[config.mk]
export PLATFORM = sky130hd
export DESIGN_NAME = midi_note_tx
export DESIGN_NICKNAME = d
export VERILOG_FILES = /design/src/rtl/midi_note_tx.sv
export SDC_FILE = /design/constraint.sdc
export NUM_CORES = 1
export LEC_CHECK = 0
export CORE_MARGIN = 2
export CORE_UTILIZATION = 62
export CTS_BUF_LIST = sky130_fd_sc_hd__clkbuf_8
export CTS_CLUSTER_DIAMETER = 80
export CTS_CLUSTER_SIZE = 14
export DETAILED_ROUTE_END_ITERATION = 8
export PLACE_DENSITY = 0.82
export SETUP_SLACK_MARGIN = 0.2
export SYNTH_ARGS = -nofsm -noshare
export SYNTH_HDL_FRONTEND = slang
export SYNTH_SLANG_ARGS = --single-unit
[constraint.sdc]
create_clock -name clk -period 4.6 [get_ports clk]
set_input_delay 0.46 -clock clk [delete_from_list [all_inputs] [get_ports clk]]
set_output_delay 0.46 -clock clk [all_outputs]
set_load 0.03 [all_outputs]
[src/rtl/midi_note_tx.sv]
`timescale 1ns / 1ps
// midi_note_tx: MIDI note event transmitter.
//
// Note On / Note Off strobes are queued in a small FIFO. Each queued event is
// sent as a 3-byte MIDI channel message (status, note, velocity) on an
// 8N1 UART line at BAUD bits per second.
//
// Optional build macro:
//   MIDI_RUNNING_STATUS_EN - if defined, the status byte is skipped when it
//                            matches the last status byte sent.
//
// Ports:
//   clk      in   system clock, rising edge
//   rst      in   asynchronous active-high reset
//   note_on  in   single-cycle strobe, enqueue Note On
//   note_off in   single-cycle strobe, enqueue Note Off (note_on wins if both)
//   note     in   [6:0] note number, sampled with a strobe
//   velocity in   [6:0] Note On velocity (Note Off always sends 0x40)
//   tx       out  serial MIDI output, idle high
//   busy     out  message in flight or FIFO non-empty
//   full     out  FIFO full
//   drop     out  one-cycle pulse after a strobe was discarded (FIFO full)
module midi_note_tx #(
  parameter int unsigned CLK_FREQ = 50000000,
  parameter int unsigned BAUD     = 31250,
  parameter int unsigned CHANNEL  = 0,
  parameter int unsigned FIFO_AW  = 2
) (
  input  logic       clk,
  input  logic       rst,
  input  logic       note_on,
  input  logic       note_off,
  input  logic [6:0] note,
  input  logic [6:0] velocity,
  output logic       tx,
  output logic       busy,
  output logic       full,
  output logic       drop
);

  localparam int unsigned ClksPerBit = CLK_FREQ / BAUD;
  localparam int unsigned CntW       = (ClksPerBit > 1) ? $clog2(ClksPerBit) : 1;
  localparam int unsigned Depth      = 1 << FIFO_AW;
  localparam logic [CntW-1:0] BaudReload = CntW'(ClksPerBit - 1);
  localparam logic [3:0]      Chan       = 4'(CHANNEL);

  typedef enum logic [1:0] {StIdle, StStart, StData, StStop} state_e;

  // FIFO entry: {type, note, velocity}, type=1 for Note On.
  logic [14:0]        mem_q [Depth];
  logic [FIFO_AW-1:0] wr_ptr_q, rd_ptr_q;
  logic [FIFO_AW:0]   count_q;
  logic               empty, strobe, wr_en, pop;
  logic [14:0]        wr_entry, head;
  logic [7:0]         head_status;
  logic               skip_status;

  state_e          state_q, state_d;
  logic [CntW-1:0] baud_q, baud_d;
  logic [2:0]      bit_q, bit_d;
  logic [1:0]      byte_q, byte_d;
  logic            msg_type_q, msg_type_d;
  logic [6:0]      msg_note_q, msg_note_d;
  logic [6:0]      msg_vel_q, msg_vel_d;
  logic            tx_q, tx_d;
  logic            drop_q;
  logic            start_msg;
  logic [7:0]      cur_byte;

  assign empty    = (count_q == '0);
  assign full     = (count_q == Depth[FIFO_AW:0]);
  assign strobe   = note_on | note_off;
  assign wr_entry = note_on ? {1'b1, note, velocity} : {1'b0, note, 7'h40};
  // A pop on the same edge frees a slot, so a write into a full FIFO is accepted.
  assign wr_en    = strobe & (~full | pop);

  assign head        = mem_q[rd_ptr_q];
  assign head_status = {(head[14] ? 4'h9 : 4'h8), Chan};

`ifdef MIDI_RUNNING_STATUS_EN
  logic [7:0] last_status_q;
  assign skip_status = (head_status == last_status_q);

  always_ff @(posedge clk or posedge rst) begin
    if (rst) begin
      last_status_q <= 8'h00;
    end else if (pop && !skip_status) begin
      last_status_q <= head_status;
    end
  end
`else
  assign skip_status = 1'b0;
`endif

  always_comb begin
    unique case (byte_q)
      2'd1:    cur_byte = {1'b0, msg_note_q};
      2'd2:    cur_byte = {1'b0, msg_vel_q};
      default: cur_byte = {(msg_type_q ? 4'h9 : 4'h8), Chan};
    endcase
  end

  always_comb begin
    state_d    = state_q;
    baud_d     = baud_q;
    bit_d      = bit_q;
    byte_d     = byte_q;
    msg_type_d = msg_type_q;
    msg_note_d = msg_note_q;
    msg_vel_d  = msg_vel_q;
    tx_d       = 1'b1;
    start_msg  = 1'b0;
    pop        = 1'b0;

    unique case (state_q)
      StIdle: begin
        if (!empty) start_msg = 1'b1;
      end
      StStart: begin
        tx_d = 1'b0;
        if (baud_q == '0) begin
          baud_d  = BaudReload;
          bit_d   = 3'd0;
          state_d = StData;
        end else begin
          baud_d = baud_q - CntW'(1);
        end
      end
      StData: begin
        tx_d = cur_byte[bit_q];
        if (baud_q == '0) begin
          baud_d = BaudReload;
          if (bit_q == 3'd7) state_d = StStop;
          else               bit_d   = bit_q + 3'd1;
        end else begin
          baud_d = baud_q - CntW'(1);
        end
      end
      StStop: begin
        tx_d = 1'b1;
        if (baud_q == '0) begin
          if (byte_q < 2'd2) begin
            byte_d  = byte_q + 2'd1;
            baud_d  = BaudReload;
            state_d = StStart;
          end else if (!empty) begin
            // Chain straight into the next message: no idle bit between frames.
            start_msg = 1'b1;
          end else begin
            state_d = StIdle;
          end
        end else begin
          baud_d = baud_q - CntW'(1);
        end
      end
      default: state_d = StIdle;
    endcase

    if (start_msg) begin
      pop        = 1'b1;
      msg_type_d = head[14];
      msg_note_d = head[13:7];
      msg_vel_d  = head[6:0];
      byte_d     = skip_status ? 2'd1 : 2'd0;
      bit_d      = 3'd0;
      baud_d     = BaudReload;
      state_d    = StStart;
    end
  end

  always_ff @(posedge clk or posedge rst) begin
    if (rst) begin
      state_q    <= StIdle;
      baud_q     <= '0;
      bit_q      <= '0;
      byte_q     <= '0;
      msg_type_q <= 1'b0;
      msg_note_q <= '0;
      msg_vel_q  <= '0;
      tx_q       <= 1'b1;
      drop_q     <= 1'b0;
      wr_ptr_q   <= '0;
      rd_ptr_q   <= '0;
      count_q    <= '0;
    end else begin
      state_q    <= state_d;
      baud_q     <= baud_d;
      bit_q      <= bit_d;
      byte_q     <= byte_d;
      msg_type_q <= msg_type_d;
      msg_note_q <= msg_note_d;
      msg_vel_q  <= msg_vel_d;
      // Registered line output: tx trails the state by one clock.
      tx_q       <= tx_d;
      drop_q     <= strobe & ~wr_en;
      if (wr_en) wr_ptr_q <= wr_ptr_q + FIFO_AW'(1);
      if (pop)   rd_ptr_q <= rd_ptr_q + FIFO_AW'(1);
      case ({wr_en, pop})
        2'b10:   count_q <= count_q + (FIFO_AW + 1)'(1);
        2'b01:   count_q <= count_q - (FIFO_AW + 1)'(1);
        default: count_q <= count_q;
      endcase
    end
  end

  always_ff @(posedge clk) begin
    if (wr_en) mem_q[wr_ptr_q] <= wr_entry;
  end

  assign tx   = tx_q;
  assign busy = (state_q != StIdle) | ~empty;
  assign drop = drop_q;

endmodule

* After elaboration in Yosys (flattened, before gate mapping)
Memories as Yosys holds them, arrays and structs flattened. A register that Yosys moved wholly into a read port is not among the register bits.
Cells that the tools add are included.
** Storage, ports and cells
- Bits in registers :: 27
- RAM bits :: 60
- Output and inout bits :: 4
- Logic and storage cells :: 95
- Memories :: 1
** Memory list
- mem_q :: depth 4, bits a word 15, read ports 1, clocked after memory_dff 1, write ports 1, RTL line 50 : logic [14:0] mem_q [Depth];
** Cells by class
- $add $sub $neg :: 7
- $lt $le $gt $ge :: 2
- Equal/unequal tests :: 16
- Multiplexer cells :: 36
- Bitwise operators :: 8
- Reduce and logical (&&, ||, !) cells :: 16
** Operators by type and width (number)
- two-way mux 11 bit :: 4
- two-way mux 2 bit :: 11
- case mux 11 bit (2 select lines) :: 1
- case mux 8 bit (2 select lines) :: 1
- two-way mux 15 bit :: 1
- != test 3 bit, second input constant :: 5
- two-way mux 3 bit :: 4
- case mux 3 bit (2 select lines) :: 2
- zero test 11 bit :: 1
- subtractor 11 x 1 -> 11 bit, second input constant :: 1
- nonzero test 2 bit :: 5
- == test 2 bit, second input constant :: 4
- two-way mux 1 bit :: 8
- != test 4 bit, second input constant :: 2
- adder 2 x 1 -> 2 bit, second input constant :: 3
- adder 3 x 1 -> 3 bit, second input constant :: 2
- == test 2 x 1 -> 1 bit, second input constant :: 3
- == test 3 bit, second input constant :: 2
- case mux 2 bit (3 select lines) :: 1
- AND reduction 6 bit :: 1
- nonzero test 3 bit :: 2
- less-than comparator 3 x 4 -> 1 bit, second input constant :: 1
- case mux 1 bit (2 select lines) :: 2
- AND reduction 4 bit :: 1
- 12 further kinds :: 17

* Depth between registers and ports, before layout
- Word-level depth :: 10
- Depth in mapped cells :: 13
- Gate-level depth less buffers :: 11

* Least setup slack after synthesis
No wires, ideal clock.
- Path kind :: reg2reg
- Start :: register baud_q[0]
- End :: register count_q[2]
- Data arrival time :: 3.184 ns
- Slack :: 1.337 ns
- Cell stages (with the launch flop) :: 14
- Path buffers :: 2
- Period minus slack after synthesis :: 3.263 ns
- Cell sequence :: dfrtp_1 > inv_1 > ha_1 > or3b_1 > buf_2 > nor4_4 > o21a_2 > buf_2 > nand2_1 > fa_1 > or3_1 > or3_1 > o211ai_1 > xor2_1
** On the way
- Word-level cells in the longest chain between the ends :: 8
** Ends and longest elaborated chain
- from (decl) :: RTL line 59 : logic [CntW-1:0] baud_q, baud_d;
- from (signal assigned) :: RTL line 187 : baud_q <= baud_d;
- zero test 11 bit (*) :: RTL line 141 : if (baud_q == '0) begin
- two-way mux 1 bit (*) :: RTL line 141
- case mux 1 bit (2 select lines) (*) :: RTL line 115 : unique case (state_q)
- two-way mux 1 bit (*) :: RTL line 159 : if (start_msg) begin
- OR 1 bit :: RTL line 75 : assign wr_en = strobe & (~full | pop);
- bitwise AND 1 bit :: RTL line 75
- == test 2 x 1 -> 1 bit or == test 2 bit (tied branches) :: RTL line 198 : case ({wr_en, pop})
- case mux 3 bit (2 select lines) or nonzero test 2 bit (tied branches)
- to (signal assigned) :: RTL line 199 : 2'b10: count_q <= count_q + (FIFO_AW + 1)'(1);
- to (signal assigned) :: RTL line 200 : 2'b01: count_q <= count_q - (FIFO_AW + 1)'(1);
- to (signal assigned) :: RTL line 201 : default: count_q <= count_q;
- to (decl) :: RTL line 52 : logic [FIFO_AW:0] count_q;
Mark *: on every way between the ends. The rest lies on a longest branch, timed or not.
A chain may end at the register's enable or synchronous reset.

* Worst setup path after layout
Ends and elaborated chain as after synthesis.

==> out/results.ini <==
[sta]
grt_setup_unrepaired = false
final_hold_viol_count = 0
final.setup.tns_ns = 0
slew_violations = 0
worst_slew_pin_slew_ns = 1.03
relSlewSlack = 0.311
period_share = 0.776
setup_viol = 0
skew_ns = 0.0113
min_period_ns = 3.57
fmax_mhz = 280
post-route-worst-setup-slack_ns = 1.03

[status]
status = completed

[synth]
avgSynthCellArea_sq_um = 13.5
ys_seq_area_frac = 0.623
synth-main-ff-cell = edfxtp_1
netlist_area_sq_mm = 0.00458
synth_cell_types = 49
synth_fp_nets = 372
async_flop_share = 0.412
yosys_warnings = 0
synth-seq-cells = 102
synth-edff-count = 60
synthCells = 340

[grt]
use_met1 = 0.276
use_met3 = 0.0453
grt_pass1_wl_um = 13400
antenna_found_initial = 0
track_usage = 0.211
met2_usage = 0.361
busiest_layer = met2
grt_pass1_vias = 2745
overflow = 0
grt_max_degree = 43

[die]
fp.dieW_um = 90.0
core_area_sq_mm = 0.00721
die_h_um = 90.0
start_util = 0.635
pin_count = 22
rows = 31
die_area_sq_mm = 0.00810

[worst_setup_path]
crit_type = register to register
crit_required_ns = 4.90
crit_arrival_ns = 3.87
worst_setup_path_end_kind = register
cp_max_fo = 24
crit_path_start_kind = register
rr_worst_depth = 11

[min_path]
hp-class = register to register
whs_path_depth = 2

[power_and_ir_drop]
pwr-share-comb = 0.208
p_sw_uw = 739
sw_frac_of_total = 0.300
power_leakage_nw = 1.96
peakVddDrop_uv = 281
p_int_mw = 1.72
powerDensity_mw_per_mm2 = 484
clockPowerShare = 0.245
seqPwrFrac = 0.547

[layout]
drive_gt1_frac = 0.112
final_nets = 393
diodes = 0
area_growth_pct = 11.0

[clock_tree]
ctsResizeCount = 0
cts-root-buf = clkbuf_8
clkLatencyLatePin_ns = 0.37
clk_pin_slew_ns = 0.11
post-cts-setup-buffer-count = 0
clock-sinks = 102
clockBufferDepth = 2
cts_tree = yes
cts_hold_buf = 0
htreeDepth = 3
cts_made_buffers = 9

[place]
dpl.hpwl_um = 5340
gp_congestion = 0.802
port-buffer-count = 21
dp_worst_setup_slack_ns = 1.01

[flow_run]
max-cap-violations = 0

[drt]
drt-initial-drc-count = 180
drc = 0
detail_route.wl_per_cell_um = 17.0
vias_per_cell = 5.77
via_count = 2683
first_pass_iters = 4
ant_nets = 0
wl_um = 7890

[synthesized netlist by cell type, types with 2 or more instances]
library cell  count  area [sq um]
nand2_1          61           229
edfxtp_1         60          1800
dfrtp_1          41          1030
mux4_2           16           360
and2_1           15          93.8
inv_1            15          56.3
nor2_1           15          56.3
ha_1             13           163
nor3_1           10          50.1
o21ai_0          10          50.1
xnor2_1          10          87.6
a22oi_1           8          60.1
buf_2             5          25.0
clkbuf_1          5          18.8
or3_1             5          31.3
nor3b_1           4          30.0
a21oi_1           3          15.0
mux2i_1           3          30.0
nor4_1            3          18.8
xor2_1            3          26.3
a31oi_1           2          12.5
nand3_1           2          10.0
nand4_1           2          12.5
nor4_4            2          42.5
nor4b_1           2          17.5
or4_1             2          15.0
[path summary, 6_finish.rpt]
check / start / endpoint / slack, ns
worst max-delay path: baud_q[0] / count_q[2] / 1.03
worst min-delay path: msg_vel_q[6] / msg_vel_q[6] / 0.49
worst max register to register: baud_q[0] / count_q[2] / 1.03
worst min register to register: msg_vel_q[6] / msg_vel_q[6] / 0.49
max in group asynchronous: rst / tx / 3.70
min in group asynchronous: rst / baud_q[6] / 0.51
[final cells by class]
| cell class | instances | area, sq um |
|---|---|---|
| Multi-Input combinational cell | 211 | 1610 |
| Fill cell | 505 | 2130 |
| Timing Repair Buffer | 22 | 218 |
| Clock inverter | 7 | 97.6 |
| Clock buffer | 9 | 124 |
| Tap cell | 99 | 124 |
| Sequential cell | 102 | 2850 |
| Inverter | 15 | 56.3 |
[cell usage in the layout, fill, tap and decap left out, drive strengths merged, types with 2 or more instances in the layout]
master	count
nor2	15
a31oi	2
o21ai	12
mux4	16
nor4b	2
xor2	3
a2111oi	2
nand4	2
clkdlybuf4s50	21
a22oi	8
edfxtp	60
nor3	10
nor3b	4
mux2i	3
ha	13
nand2	61
xnor2	10
and2	15
clkinv	2
a21oi	4
nand3	2
nor4	5
inv	19
or3	5
clkbuf	9
or4	3
dfrtp	41
[sequential cells by signal, summed over array words and instances (netlist names)]
signal      flops
byte_q          2
msg_vel_q       7
state_q         2
count_q         3
drop            1
bit_q           3
msg_type_q      1
mem_q          60
rd_ptr_q        2
tx              1
wr_ptr_q        2
msg_note_q      7
baud_q         11
[power groups by stage]
stage                     sequential, mW  clock (mW)  combinational [mW]
after floorplan                     1.32           0               0.387
after global placement              1.35           0               0.492
after detailed placement            1.37           0               0.518
after CTS                           1.35       0.615               0.521
after global routing                1.37       0.649               0.568
final                               1.35       0.602               0.513
[critical path, cell delays in order, from the launching register on]
cell and delay [ns]:
dfrtp_1 0.39, inv_1 0.09, ha_1 0.17, or3b_1 0.48
nor4_4 0.41, o21a_2 0.47, nand2_1 0.13, fa_1 0.40
or3_1 0.38, or3_1 0.31, o211ai_1 0.11, xor2_1 0.15
[per-layer routing]
metal / part of all wire / vias up / wire (um)
met5: 0 / - / 0
met4: 0.0092 / 0 / 73
met3: 0.031 / 6 / 243
met2: 0.52 / 48 / 4100
met1: 0.44 / 1357 / 3480
li1: - / 1272 / -
[kinds of logic after synthesis]
group	synth area share
multiplexers	0.0876
flip-flops	0.623
AND/OR/NAND/NOR	0.141
buffers and inverters	0.0251
AO/OA/AOI/OAI	0.0584
adder cells (fa/ha/maj)	0.0399
XOR/XNOR	0.0248
[metrics by stage]
step | cell area [sq um] | std cells | util | total power, mW | hold slack (ns)
floorplan | 4580 | 340 | - | 1.71 | 0.440
global placement | 4870 | 449 | 0.674 | 1.84 | 0.462
detailed placement | 4870 | 449 | 0.674 | 1.88 | 0.464
CTS | 5090 | 465 | 0.705 | 2.48 | 0.489
global route | 5090 | 465 | 0.705 | 2.59 | 0.514
finish | 5090 | 465 | 0.705 | 2.46 | 0.490
(Power assumes the default switching activity.)
